$ cat src/rtl/ddr_rd_arb.sv
// ddr_rd_arb: round-robin owner of the shared DDR read port.
// Three requesters (Sobel, block matcher, disparity/post) take turns.
// The owner's command words are forwarded to the read master with one
// cycle of latency, and returned data is steered back to the owner only.
// After a release, late return data keeps flowing to the previous owner
// for DRAIN_CYC cycles before the port is offered again. A grant that
// lasts MAX_GRANT cycles is cut off and raises a sticky timeout flag.
module ddr_rd_arb #(
   parameter int DRAIN_CYC = 4,
   parameter int MAX_GRANT = 65535
) (
   input  logic        clk,
   input  logic        rst,
   input  logic [2:0]  drd_req,
   output logic [2:0]  drd_ack,
   input  logic [2:0]  drd_vout,
   input  logic [95:0] drd_dout,
   output logic [2:0]  drd_vin,
   output logic [31:0] drd_din,
   output logic        m_vout,
   output logic [31:0] m_dout,
   input  logic        m_vin,
   input  logic [31:0] m_din,
   output logic [1:0]  grant_id,
   output logic        busy,
   output logic        timeout,
   input  logic        clr_timeout
);

   // Terminal values of the watchdog and drain counters.
   localparam logic [15:0] WDOG_LAST  = 16'(MAX_GRANT - 1);
   localparam logic [3:0]  DRAIN_LAST = 4'(DRAIN_CYC - 1);

   typedef enum logic [1:0] {
      IDLE  = 2'd0,
      GRANT = 2'd1,
      DRAIN = 2'd2
   } state_t;

   state_t      state;
   state_t      state_nx;
   logic [1:0]  last;
   logic [15:0] wdog;
   logic [3:0]  dcnt;

   logic        owner_req;
   logic        owner_vout;
   logic [31:0] owner_dout;
   logic [1:0]  pick;
   logic        take;
   logic        rel_now;
   logic        forced;
   logic        route;

   // One-hot decode of a requester index (index 3 never occurs).
   function automatic logic [2:0] onehot3(input logic [1:0] idx);
      logic [2:0] oh;
      oh = 3'b000;
      case (idx)
         2'd0:    oh = 3'b001;
         2'd1:    oh = 3'b010;
         2'd2:    oh = 3'b100;
         default: oh = 3'b000;
      endcase
      return oh;
   endfunction

   // Select the owner's request, command valid and command word.
   always_comb begin
      owner_req  = drd_req[0];
      owner_vout = drd_vout[0];
      owner_dout = drd_dout[31:0];
      case (grant_id)
         2'd1: begin
            owner_req  = drd_req[1];
            owner_vout = drd_vout[1];
            owner_dout = drd_dout[63:32];
         end
         2'd2: begin
            owner_req  = drd_req[2];
            owner_vout = drd_vout[2];
            owner_dout = drd_dout[95:64];
         end
         default: begin
            owner_req  = drd_req[0];
            owner_vout = drd_vout[0];
            owner_dout = drd_dout[31:0];
         end
      endcase
   end

   // Round-robin choice: scan last+1, last+2, last+3 (mod 3); the
   // previous owner is considered only when nobody else is asking.
   always_comb begin
      pick = 2'd0;
      case (last)
         2'd0:    pick = drd_req[1] ? 2'd1 : (drd_req[2] ? 2'd2 : 2'd0);
         2'd1:    pick = drd_req[2] ? 2'd2 : (drd_req[0] ? 2'd0 : 2'd1);
         default: pick = drd_req[0] ? 2'd0 : (drd_req[1] ? 2'd1 : 2'd2);
      endcase
   end

   // Next-state logic and the per-cycle control strobes.
   always_comb begin
      state_nx = state;
      take     = 1'b0;
      rel_now  = 1'b0;
      forced   = 1'b0;
      route    = 1'b0;
      case (state)
         IDLE: begin
            if (|drd_req) begin
               state_nx = GRANT;
               take     = 1'b1;
            end
         end
         GRANT: begin
            route = 1'b1;
            if (!owner_req) begin
               state_nx = DRAIN;
               rel_now  = 1'b1;
            end else if (wdog == WDOG_LAST) begin
               state_nx = DRAIN;
               rel_now  = 1'b1;
               forced   = 1'b1;
            end
         end
         DRAIN: begin
            route = 1'b1;
            if (dcnt == DRAIN_LAST) begin
               state_nx = IDLE;
            end
         end
         default: begin
            state_nx = IDLE;
         end
      endcase
   end

   // State register.
   always_ff @(posedge clk or posedge rst) begin
      if (rst) begin
         state <= IDLE;
      end else begin
         state <= state_nx;
      end
   end

   // Grant bookkeeping: ack, owner index, busy and round-robin pointer.
   always_ff @(posedge clk or posedge rst) begin
      if (rst) begin
         drd_ack  <= 3'b000;
         grant_id <= 2'd0;
         last     <= 2'd2;
         busy     <= 1'b0;
      end else begin
         busy <= (state_nx != IDLE);
         if (take) begin
            drd_ack  <= onehot3(pick);
            grant_id <= pick;
         end else if (rel_now) begin
            drd_ack <= 3'b000;
            last    <= grant_id;
         end
      end
   end

   // Watchdog counts GRANT cycles and saturates rather than wrapping.
   always_ff @(posedge clk or posedge rst) begin
      if (rst) begin
         wdog <= 16'd0;
      end else if (take) begin
         wdog <= 16'd0;
      end else if ((state == GRANT) && (wdog != 16'hFFFF)) begin
         wdog <= wdog + 16'd1;
      end
   end

   // Drain counter counts DRAIN cycles and saturates rather than wrapping.
   always_ff @(posedge clk or posedge rst) begin
      if (rst) begin
         dcnt <= 4'd0;
      end else if (rel_now) begin
         dcnt <= 4'd0;
      end else if ((state == DRAIN) && (dcnt != 4'hF)) begin
         dcnt <= dcnt + 4'd1;
      end
   end

   // Command path: the owner's words are registered toward the read
   // master; nothing is issued on the release cycle or outside GRANT.
   always_ff @(posedge clk or posedge rst) begin
      if (rst) begin
         m_vout <= 1'b0;
         m_dout <= 32'd0;
      end else if ((state == GRANT) && !rel_now) begin
         m_vout <= owner_vout;
         m_dout <= owner_dout;
      end else begin
         m_vout <= 1'b0;
      end
   end

   // Return path: read data reaches only the current or draining owner;
   // anything arriving while idle is dropped.
   always_ff @(posedge clk or posedge rst) begin
      if (rst) begin
         drd_vin <= 3'b000;
         drd_din <= 32'd0;
      end else if (route) begin
         drd_vin <= m_vin ? onehot3(grant_id) : 3'b000;
         drd_din <= m_din;
      end else begin
         drd_vin <= 3'b000;
      end
   end

   // Sticky timeout flag; a new forced release beats a clear request.
   always_ff @(posedge clk or posedge rst) begin
      if (rst) begin
         timeout <= 1'b0;
      end else if (forced) begin
         timeout <= 1'b1;
      end else if (clr_timeout) begin
         timeout <= 1'b0;
      end
   end

endmodule
$ cat config.mk
export PLATFORM = sky130hd
export DESIGN_NAME = ddr_rd_arb
export DESIGN_NICKNAME = d
export VERILOG_FILES = /design/src/rtl/ddr_rd_arb.sv
export SDC_FILE = /design/constraint.sdc
export NUM_CORES = 1
export LEC_CHECK = 0
export CAP_MARGIN = 15
export CORE_MARGIN = 3
export CORE_UTILIZATION = 40
export CTS_BUF_LIST = sky130_fd_sc_hd__clkbuf_4
export DETAILED_ROUTE_END_ITERATION = 8
export PLACE_DENSITY = 0.79
export SLEW_MARGIN = 0
export SYNTH_ARGS = -nofsm -noshare
export SYNTH_HDL_FRONTEND = slang
export SYNTH_SLANG_ARGS = --single-unit
export TNS_END_PERCENT = 50
$ cat constraint.sdc
create_clock -name clk -period 2.9 [get_ports clk]
set_input_delay 0.435 -clock clk [delete_from_list [all_inputs] [get_ports clk]]
set_output_delay 0.435 -clock clk [all_outputs]
set_load 0.005 [all_outputs]
======== After elaboration in Yosys (flattened, before gate mapping) ========
Cells that the tools add are included.
word-level totals
  ROM bits ................................ 0
  bits in latches ......................... 0
  bits in writable memories ............... 0
  output and inout port bits .............. 75
  word-level logic and storage cells ...... 78
  input bits .............................. 138
  memories kept ........................... 0
  flip-flop bits (word level) ............. 99
cells by class
  shifts and indexed selects .............. 0
  order comparisons ....................... 0
  multiplexer cells ....................... 36
  bitwise logic cells ..................... 1
  multipliers ............................. 0
  divide/modulo/power cells ............... 0
  add/subtract/negate cells ............... 2
  reduce and logical (&&, ||, !) cells .... 16
  eq/ne operators ......................... 11
operators with widths
  operator                 number
  $pmux W32 S2             1
  $mux W16                 2
  $mux W2                  9
  $pmux W3 S3              2
  $add A16 B1 Y16 const B  1
  $eq A16 B16 Y1 const B   1
  $ne A16 B16 Y1 const B   1
  $mux W1                  12
  $mux W3                  4
  $reduce_bool A2 Y1       5
  $eq A2 B1 Y1 const B     4
  $logic_not A2 Y1         4
  $mux W4                  2
  $eq A2 B2 Y1 const B     3
  $pmux W2 S3              1
  $add A4 B1 Y4 const B    1
  $eq A4 B2 Y1 const B     1
  $ne A4 B4 Y1 const B     1
  $pmux W1 S2              2
  $pmux W2 S2              1
  $logic_and A1 B1 Y1      3
  $reduce_or A3 Y1         1
  $reduce_and A2 Y1        1
  $reduce_or A2 Y1         1
  other kinds (2)          2

======== Longest topological paths before layout ========
Gate-level depths: netlist of run 1.
  depth after elaboration ................. 7
  gate-level depth with buffers ........... 8
  mapped depth without buffers ............ 6

======== Worst setup path after synthesis of run 1 ========
OpenSTA, ideal clock, no wires.
  path kind ............................... register -> register
  start ................................... reg grant_id[1]
  end ..................................... reg m_dout[10]
  stages on the path, launching flop included .. 9
  buffers on the path ..................... 2
  setup slack ............................. 0.829 ns
  required time ........................... 2.775 ns
  data arrival time ....................... 1.946 ns
  clock period less this slack ............ 2.071 ns
  library setup time ...................... 0.125 ns
  cell sequence ........................... dfrtp_1 -> inv_1 -> ha_1 -> buf_2 -> a22oi_1 -> a21oi_1 -> nand3_4 -> buf_12 -> mux2_4
on the way
  word-level cells in the longest chain between the ends .. 6
  elaborated cells on any way between the ends .. 8
  classes of those cells .................. eq/ne (2); mux (4); reduce/logical (2)
RTL lines
  element                                       RTL line  RTL
  from (decl)                                   24        output logic [1:0] grant_id,
  from (signal assigned)                        160       grant_id <= pick;
  $eq A2 B2 Y1 or $eq A2 B1 Y1 (tied branches)  73        case (grant_id)
  $pmux W1 S2                                   73
  $mux W1                                       119       if (!owner_req) begin
  $mux W1                                       110       case (state)
  $logic_not A1 Y1                              196       end else if ((state == GRANT) && !rel_now) begin
  $logic_and A1 B1 Y1                           196
  to (signal assigned)                          198       m_dout <= owner_dout;
  to (decl)                                     21        output logic [31:0] m_dout,
Several ways; a longest one is shown, not always the timed one.
A chain may end at the register's enable or synchronous reset.

======== Final worst setup path of run 1 ========
  start ................................... reg wdog[0]
  end ..................................... reg m_dout[29]
on the way
  word-level cells in the longest chain between the ends .. 6
RTL lines
  element                 RTL line  RTL
  from (decl)             43        logic [15:0] wdog;
  from (signal assigned)  175       wdog <= wdog + 16'd1;
  $eq A16 B16 Y1          122       end else if (wdog == WDOG_LAST) begin
  $mux W1                 122
  $mux W1                 119
  $mux W1                 110
  $logic_not A1 Y1        196
  $logic_and A1 B1 Y1     196
No other way between the ends.

==> results.ini, run 1 <==
[pwr]
power_frac_clock_pct = 11.1
vdd_drop_max_v = 0.000559
p_comb_share_pct = 57.4
swShare_pct = 35.3
p_switching_uw = 2590
leakagePower_uw = 0.00318
power.density_nw_per_um2 = 970
internal_power_uw = 4740
p_seq_share_pct = 31.5

[clock_tree]
numCtsBuffers = 9
insertion_delay_ns = 0.47
clkSinkCount = 99
cts_tree = yes
post_cts_buffers = 0
clk_path_buf_depth = 2
clk_pin_slew_ns = 0.16
cts_root_buffer = clkbuf_4
cts_hold_buf = 0
htree_levels = 3
ctsResizeCount = 0

[logic_synthesis]
yosysTopAreaCellShare_pct = 47.8
ys_warn_count = 0
synth.mux.area_fraction_pct = 18.4
synth_compound_area_share_pct = 14.2
syn_inst = 465
synth.avg_cell_area_um2 = 11.0
postSynth.asyncResetShare_pct = 100
synthDistinctLibCells = 51
synthTopCellsByCount = 98 x dfrtp_1, 50 x a21oi_1, 42 x nor2_1
synth_edf_count = 0
synth_most_common_cell = dfrtp_1
synthAdderAreaFrac_pct = 2.44
synth_seq_cells = 99
synth_xor_area_share_pct = 0.341
yosysTopAreaCell = dfrtp_1
synth_top_family_by_area = multiplexers
ys_seq_area_share_pct = 48.3
synth_ff_type = dfrtp_1
synth_nets = 613
synthTopCellsByArea = dfrtp_1 48%, mux2_4 8.5%, mux2_2 8.1%, a22oi_1 5.0%, a21oi_1 4.9%
yosys.area_share.simple_pct = 12.2
syn_area_um2 = 5130

[setup_path]
worstReg2RegStart = wdog[0]
r2r_end = m_dout[29]
rr_worst_depth = 7
criticalPathCategory = flip-flop to flip-flop
start_kind = flip-flop
critical_path.max_fanout = 23
crit_required_ns = 3.25
critPathCaptureType = flip-flop
r2r_setup_slack_ns = 0.49
arrival_ns = 2.76

[placement]
place_inst = 824
portBuffers = 212
gp_congestion = 0.881
dp_hpwl_um = 11100

[sta]
setup_viol = 0
rsz0062_at_grt = no
max_freq_mhz = 415
tns_ns = 0
slew_viol_final = 0
finalHoldViolCount = 0
slew_headroom_pct = 62.2
skew_ns = 0.0199
fin_crit_sh_pct = 83.1
period_minus_slack_ns = 2.41
tightestPinTransition_ns = 0.567

[layout]
areaGrowthSynthToFinish_pct = 47.3
final_nets = 815
drive_above_1_share_pct = 15.2
antennaDiodeCount = 0
nFillCells = 969
instances_no_fill = 840

[route]
wl_met2_um = 7250
dr_total_vias = 4434
wl_per_cell_um = 17.2
met1_length_um = 5900
drc = 0
ant_nets = 0
drt-initial-drc-count = 260
drtPass1Iterations = 5
met3WireLength_um = 991
wirelength_um = 14500
routed.top_layer = met4
viasPerCell = 5.28

[die]
ioPinCount = 213
dieArea_um2 = 14200
die_x_um = 119
coreArea_um2 = 12300
start_util_pct = 41.9
die_height_um = 119
fp-row-count = 40

[global_route]
grt_pass1_wl_um = 23300
grt_use_total_pct = 20.2
grt_antenna_before_repair = 0
overflow = 0
first_global_vias = 4457
grt_max_degree = 63

[flow_run]
max-cap-violations = 0

[outcome]
status = completed

[min_path]
hold_class = input port to asynchronous set/reset pin

-- layout by cell type, fill, tap and decap left out, drive strengths merged, types with 2 or more instances in the layout --
cell	Yosys	routed
a211oi	2	2
a21boi	3	3
a21oi	50	50
a22oi	34	34
a311oi	2	2
and2	2	2
and3	8	8
and4	3	3
buf	10	12
bufinv	0	2
clkbuf	23	9
clkdlybuf4s50	0	212
clkinv	0	4
dfrtp	98	98
ha	10	10
inv	10	10
mux2	66	66
mux2i	9	9
nand2	25	25
nand2b	9	9
nand3	13	13
nand4	6	6
nor2	42	42
nor3	5	5
o21ai	5	5
o2bb2ai	2	2
o31ai	4	4
o32ai	2	2
or4	4	4
xor2	2	2
-- cell families (layout without fill, tap and decap cells) --
logic type	after synthesis	after routing
muxes	75	75
AOI/OAI and AO/OA	112	112
adders and majority gates	10	10
DFF	99	99
and+or+nand+nor	124	124
buffers and inverters	43	250
xor gates and xnor gates	2	2
-- through the flow --
stage	worst slack (ns)	hold WS [ns]	area, um2	total power (uW)	utilization (%)
2_1_floorplan	0.829	0.498	5140	4800	-
3_3_place_gp	0.444	0.490	7400	6450	60.4
3_5_place_dp	0.368	0.490	7400	6590	60.4
4_1_cts	0.483	0.402	7560	7430	61.7
5_1_grt	0.383	0.437	7560	7860	61.7
6_report	0.491	0.414	7560	7330	61.7
-- critical path, stage by stage (launching register included) --
cell	delay, ns
dfrtp_1	0.45
inv_1	0.10
ha_1	0.15
nand4_1	0.08
or4_1	0.63
nand3_4	0.28
buf_12	0.24
mux2_2	0.35
-- area by class of cell --
class | instances | area, um2 | share of cell area [%]
clock buffer | 9 | 67.6 | 0.894
tap | 168 | 210 | 2.78
multi-input combinational | 323 | 2450 | 32.4
clock inverter | 7 | 91.3 | 1.21
sequential | 99 | 2480 | 32.8
inverter | 10 | 41.3 | 0.546
timing repair buffer | 224 | 2220 | 29.4
-- worst max path at each step --
stage,startpoint,slack (ns),end
global route,wdog[0],0.38,m_dout[29]
CTS,wdog[0],0.48,m_dout[29]
finish,wdog[0],0.49,m_dout[29]
floorplan,grant_id[1],0.83,m_dout[10]
detailed placement,drd_req[1],0.37,m_dout[19]
global placement,drd_req[1],0.44,m_dout[20]
-- power groups by stage --
stage / sequential (uW) / combinational (uW) / clock, uW
2_1_floorplan: 2320 / 2480 / 0
3_3_place_gp: 2310 / 4140 / 0
3_5_place_dp: 2340 / 4260 / 0
4_1_cts: 2310 / 4270 / 841
5_1_grt: 2380 / 4580 / 902
6_report: 2310 / 4210 / 814
-- flip-flops by register name, summed over array words and instances (netlist names) --
signal,cells
drd_vin,3
m_vout,1
drd_ack,3
grant_id,2
m_dout,32
last,2
busy,1
dcnt,4
drd_din,32
wdog,16
timeout,1
state,2
-- layer usage --
| layer | vias to the layer above | GRT usage (%) |
|---|---|---|
| li1 | 2100 | - |
| met1 | 2147 | 24.9 |
| met2 | 165 | 34.4 |
| met5 | - | 0 |
| met3 | 22 | 4.89 |
| met4 | 0 | 7.44 |
Note: power is estimated with default switching activity, not from simulation.
==> run 2, diff against run 1 <==
==> constraint.sdc (replaced) <==
create_clock -name clk -period 2.1 [get_ports clk]
set_input_delay 0.315 -clock clk [delete_from_list [all_inputs] [get_ports clk]]
set_output_delay 0.315 -clock clk [all_outputs]
set_load 0.005 [all_outputs]
==> run 2 against run 1 <==
Compared with the run above: critical path depth unchanged; hold slack got worse by 0.12 ns; non-clock buffer count is 19 higher; design area increased by 3.1%; register-to-register slack worse by 0.44 ns; combinational power grew 51%; flip-flop and latch count unchanged; maximum frequency increased by 18%; worst setup slack got worse by 0.44 ns.
==> results.ini, run 2 (same netlist as run 1, synthesis figures left out) <==
[pwr]
power.density_nw_per_um2 = 1340  ; +38%
leakagePower_uw = 0.00331  ; +3.8%
vdd_drop_max_v = 0.000840  ; +50%
finalPower_uw = 10400  ; +42%

[die]
start_util_pct = 41.9  ; unchanged
die_height_um = 119  ; unchanged
ioPinCount = 213  ; unchanged
die_x_um = 119  ; unchanged
coreArea_um2 = 12300  ; unchanged
fp-row-count = 40  ; unchanged
dieArea_um2 = 14200  ; unchanged

[route]
dr_total_vias = 4521  ; +2.0%
ant_nets = 0  ; unchanged
drt-initial-drc-count = 266  ; +2.3%
drc = 0  ; unchanged
wirelength_um = 15500  ; +7.5%
wl_per_cell_um = 18.1  ; +5.1%
drtPass1Iterations = 5  ; unchanged
viasPerCell = 5.26  ; -0.29%

[clock_tree]
insertion_delay_ns = 0.46  ; about the same
numCtsBuffers = 9  ; unchanged
clk_pin_slew_ns = 0.16  ; about the same
cts_hold_buf = 0  ; unchanged
clk_path_buf_depth = 2  ; unchanged
clkSinkCount = 99  ; unchanged
htree_levels = 3  ; unchanged
cts_tree = yes
cts_root_buffer = clkbuf_4

[layout]
largestRegisters = drd_din (32), m_dout (32), wdog (16)
finish.utilization_pct = 63.6  ; +1.9 points
final_nets = 834  ; +2.3%
instances_no_fill = 859  ; +2.3%
areaGrowthSynthToFinish_pct = 51.9
drive_above_1_share_pct = 18.1  ; +2.9 points
antennaDiodeCount = 0  ; unchanged
final_common_cell = clkdlybuf4s50_1
mostFrequentLayoutCells = 212 x clkdlybuf4s50_1, 98 x dfrtp_1, 49 x a21oi_1, 42 x nor2_1, 37 x mux2_2

[setup_path]
path_delay_family = simple AND/OR/NAND/NOR gates
crit_slowest_cell = or4_4
cp.depth = 7  ; unchanged
rr_worst_depth = 7  ; unchanged
crit_required_ns = 2.44  ; -0.81 ns
worstPathBufferInverterCount = 2  ; unchanged
critical_path.max_fanout = 6  ; -74%
criticalPathCategory = flip-flop to flip-flop
r2r_setup_slack_ns = 0.05  ; -0.44 ns
start_kind = flip-flop
arrival_ns = 2.39  ; -0.37 ns
worstReg2RegStart = wdog[0]
r2r_end = m_dout[9]
critPathCaptureType = flip-flop
crit_chain = inv_2, ha_4, nand4_1, or4_4, nand3_4, clkbuf_16, mux2_4
cp_slowest_stage_delay_ns = 0.48  ; -0.15 ns

[global_route]
first_global_vias = 4560  ; +2.3%
grt_use_total_pct = 21.0  ; +0.78 points
grt_pass1_wl_um = 24100  ; +3.8%
grt_antenna_before_repair = 0  ; unchanged
grt_max_degree = 68  ; +7.9%
overflow = 0  ; unchanged

[sta]
fin_crit_sh_pct = 97.5  ; +14 points
period_minus_slack_ns = 2.05  ; -0.361 ns
whs_ns = 0.289  ; -0.125 ns
max_freq_mhz = 488  ; +18%
tightestPinTransition_ns = 0.444  ; -0.122 ns
slew_viol_final = 0  ; unchanged
skew_ns = 0.0209  ; +0.000958 ns
setup_viol = 0  ; unchanged
slew_headroom_pct = 70.4  ; +8.2 points
finalHoldViolCount = 0  ; unchanged

[placement]
gp_congestion = 0.902  ; +2.4%
portBuffers = 212  ; unchanged
dp_hpwl_um = 11600  ; +4.2%
place_inst = 836  ; +1.5%

[min_path]
hold_class = input port to asynchronous set/reset pin

[flow_run]
max-cap-violations = 0  ; unchanged

[outcome]
status = completed

[run 2: stage by stage]
stage | instance area (um2) | TNS [ns] | worst slack (ns)
CTS | 7660 | 0 | 0.0232
floorplan | 5140 | 0 | 0.0288
finish | 7800 | 0 | 0.0527
global placement | 7540 | 0 | 0.0638
global route | 7800 | -0.00121 | -0.00121
detailed placement | 7540 | -0.0622 | -0.0593
[run 2: where the power goes]
part	switching, uW	internal (uW)	leakage, uW	total, uW
clock network	656	239	0.0000612	895
registers	456	2710	0.00123	3170
logic	2630	3720	0.00202	6360
total	3750	6680	0.00331	10400
[run 2: area by class of cell]
cell class,count,area [um2]
inverters,10,41.3
fillers,994,4470
flip-flops and latches,99,2480
well taps,168,210
clock inverters,7,42.5
repair buffers,243,2470
multi-input cells,323,2480
clock buffers,9,67.6
[run 2: layer usage]
metal / global-route usage (%) / share of wire (%) / vias to the layer above
met4: 6.37 / 1.7 / 0
met3: 5.22 / 6.9 / 22
met2: 36.7 / 51 / 174
met1: 25.5 / 41 / 2185
li1: - / - / 2140
met5: 0 / 0 / -
[run 2: how the worst max path moves through the flow]
| stage | from | endpoint |
|---|---|---|
| after floorplan | grant_id[1] | m_dout[10] |
| after global placement | wdog[0] | busy |
| after CTS | wdog[0] | m_dout[10] |
| final | wdog[0] | m_dout[9] |
| after detailed placement | wdog[0] | busy |
| after global routing | wdog[6] | m_dout[9] |
[run 2: tightest hold or removal path: stages]
cell             delay, ns
clkdlybuf4s50_1       0.44
clkinvlp_4            0.10
buf_12                0.31
[run 2: timing repair]
| item | in CTS | in global routing |
|---|---|---|
| setup endpoints to repair | 22 | 43 |
| resized for setup | 2 | 5 |
| cloned | 0 | 4 |
| endpoints found under the hold margin | 0 | 0 |
| pin swaps | 0 | 4 |
| buffers inserted | 0 | 3 |
==> run 3, diff against run 2 <==
--- a/config.mk
+++ b/config.mk
@@ -10,7 +10,7 @@
 export CORE_UTILIZATION = 40
 export CTS_BUF_LIST = sky130_fd_sc_hd__clkbuf_4
 export DETAILED_ROUTE_END_ITERATION = 8
-export PLACE_DENSITY = 0.79
+export PLACE_DENSITY_LB_ADDON = 0.3
 export SLEW_MARGIN = 0
 export SYNTH_ARGS = -nofsm -noshare
 export SYNTH_HDL_FRONTEND = slang
==> run 3 against run 2 <==
Compared with the run above: clock-buffer cell count is the same; critical path depth down 2; combinational power decreased by 3%; largest cell class is now sequential cells; worst setup slack gained 0.021 ns; largest power group unchanged; utilization is 0.19 points higher; hold slack got worse by 0.040 ns.
==> results.ini, run 3 (same netlist as run 1, synthesis figures left out) <==
[outcome]
status = completed

[route]
viasPerCell = 5.18  ; -1.7%
drc = 0  ; unchanged
dr_total_vias = 4446  ; -1.7%
drt-initial-drc-count = 278  ; +4.5%
wirelength_um = 14900  ; -4.1%
ant_nets = 0  ; unchanged
drtPass1Iterations = 5  ; unchanged
wl_per_cell_um = 17.3  ; -4.1%

[sta]
rsz0062_at_grt = no
setup_viol = 0  ; unchanged
setup_ws_ns = 0.0742  ; +0.0215 ns
period_minus_slack_ns = 2.03  ; -0.0215 ns
slew_viol_final = 0  ; unchanged
tightestPinTransition_ns = 0.623  ; +0.178 ns
skew_ns = 0.0133  ; -0.00755 ns
finalHoldViolCount = 0  ; unchanged
max_freq_mhz = 494  ; +1.1%
tns_ns = 0  ; unchanged
fin_crit_sh_pct = 96.5  ; -1.0 points
slew_headroom_pct = 58.5  ; -12 points

[placement]
portBuffers = 212  ; unchanged
postPlaceCellArea_um2 = 7570  ; +0.40%
gp_congestion = 0.866  ; -3.9%
dp_slack_ns = -0.0546  ; +0.00467 ns
dp_hpwl_um = 11400  ; -1.2%

[setup_path]
worstReg2RegStart = wdog[6]
crit_required_ns = 2.46  ; +0.02 ns
critPathCaptureType = flip-flop
r2r_end = m_dout[29]
criticalPathCategory = flip-flop to flip-flop
start_kind = flip-flop
r2r_setup_slack_ns = 0.07  ; +0.02 ns
arrival_ns = 2.39  ; about the same
rr_worst_depth = 5  ; -2
critical_path.max_fanout = 11  ; +5

[clock_tree]
cts_root_buffer = clkbuf_4
cts_tree = yes
clkSinkCount = 99  ; unchanged
clk_pin_slew_ns = 0.16  ; about the same
insertion_delay_ns = 0.46  ; about the same
numCtsBuffers = 9  ; unchanged
clk_path_buf_depth = 2  ; unchanged
htree_levels = 3  ; unchanged
post_cts_buffers = 0  ; unchanged

[die]
coreArea_um2 = 12300  ; unchanged
dieArea_um2 = 14200  ; unchanged
start_util_pct = 41.9  ; unchanged
die_x_um = 119  ; unchanged
fp-row-count = 40  ; unchanged
die_height_um = 119  ; unchanged
ioPinCount = 213  ; unchanged

[pwr]
leakagePower_uw = 0.00331  ; +0.26%
vdd_drop_max_v = 0.00103  ; +22%
power.density_nw_per_um2 = 1340  ; +0.55%
finalPower_uw = 10500  ; +0.85%

[layout]
areaGrowthSynthToFinish_pct = 52.3
largestRegisters = drd_din (32), m_dout (32), wdog (16)
final_common_cell = clkdlybuf4s50_1
mostFrequentLayoutCells = 212 x clkdlybuf4s50_1, 98 x dfrtp_1, 47 x a21oi_1, 42 x nor2_1, 37 x mux2_2
final_nets = 833  ; -0.12%
drive_above_1_share_pct = 18.4  ; +0.32 points
final_cell_area_um2 = 7820  ; +0.30%

[global_route]
grt_pass1_wl_um = 23800  ; -1.5%
grt_antenna_before_repair = 1  ; +1
grt_use_total_pct = 20.7  ; -0.27 points
overflow = 0  ; unchanged
grt_max_degree = 67  ; -1.5%
first_global_vias = 4486  ; -1.6%

[min_path]
hold_class = input port to asynchronous set/reset pin

[flow_run]
max-cap-violations = 0  ; unchanged

## run 3: timing repair
action | in CTS | in global routing
setup endpoints to repair | 21 | 30
hold buffers | 0 | 0
cloned | 0 | 2
pin swaps | 0 | 1
gates resized for setup | 2 | 5
## run 3: worst max path at each step
stage | from | to | slack (ns)
floorplan | grant_id[1] | m_dout[10] | 0.03
global placement | wdog[0] | last[0] | 0.04
detailed placement | wdog[0] | busy | -0.05
CTS | wdog[0] | last[0] | 0.009
global route | grant_id[0] | m_dout[28] | 0.02
finish | wdog[6] | m_dout[29] | 0.07
## run 3: critical path, cell delays in order (launching register included)
cell and delay (ns):
dfrtp_1 0.45, nand4_2 0.17, or4_4 0.59, nand3_4 0.20, buf_12 0.18, mux2_2 0.34
## run 3: layout make-up
| cell class | count | area (um2) |
|---|---|---|
| clock inverter | 7 | 100 |
| tap | 168 | 210 |
| inverter | 10 | 41.3 |
| antenna | 1 | 2.50 |
| clock buffer | 9 | 67.6 |
| fill | 1007 | 4440 |
| sequential | 99 | 2480 |
| timing repair buffer | 242 | 2440 |
| multi-input combinational | 323 | 2470 |
## run 3: power by group
group / switching, uW / total [uW] / internal [uW]
sequential: 440 / 3150 / 2710
combinational: 2600 / 6200 / 3600
clock: 667 / 1160 / 493
total: 3700 / 10500 / 6810
## run 3: stage by stage
step	cells	hold slack [ns]	utilization (%)
after global placement	840	0.490	61.7
after CTS	856	0.221	63.2
after detailed placement	840	0.492	61.7
final	859	0.249	63.8
after global routing	858	0.229	63.8
after floorplan	465	0.467	-
## run 3: per-layer routing
layer / up-vias / global-route usage [%] / wire [um]
met5: - / 0 / 0
met3: 19 / 5.37 / 1050
li1: 2132 / - / -
met4: 0 / 4.51 / 196
met2: 160 / 36.0 / 7480
met1: 2135 / 26.1 / 6170
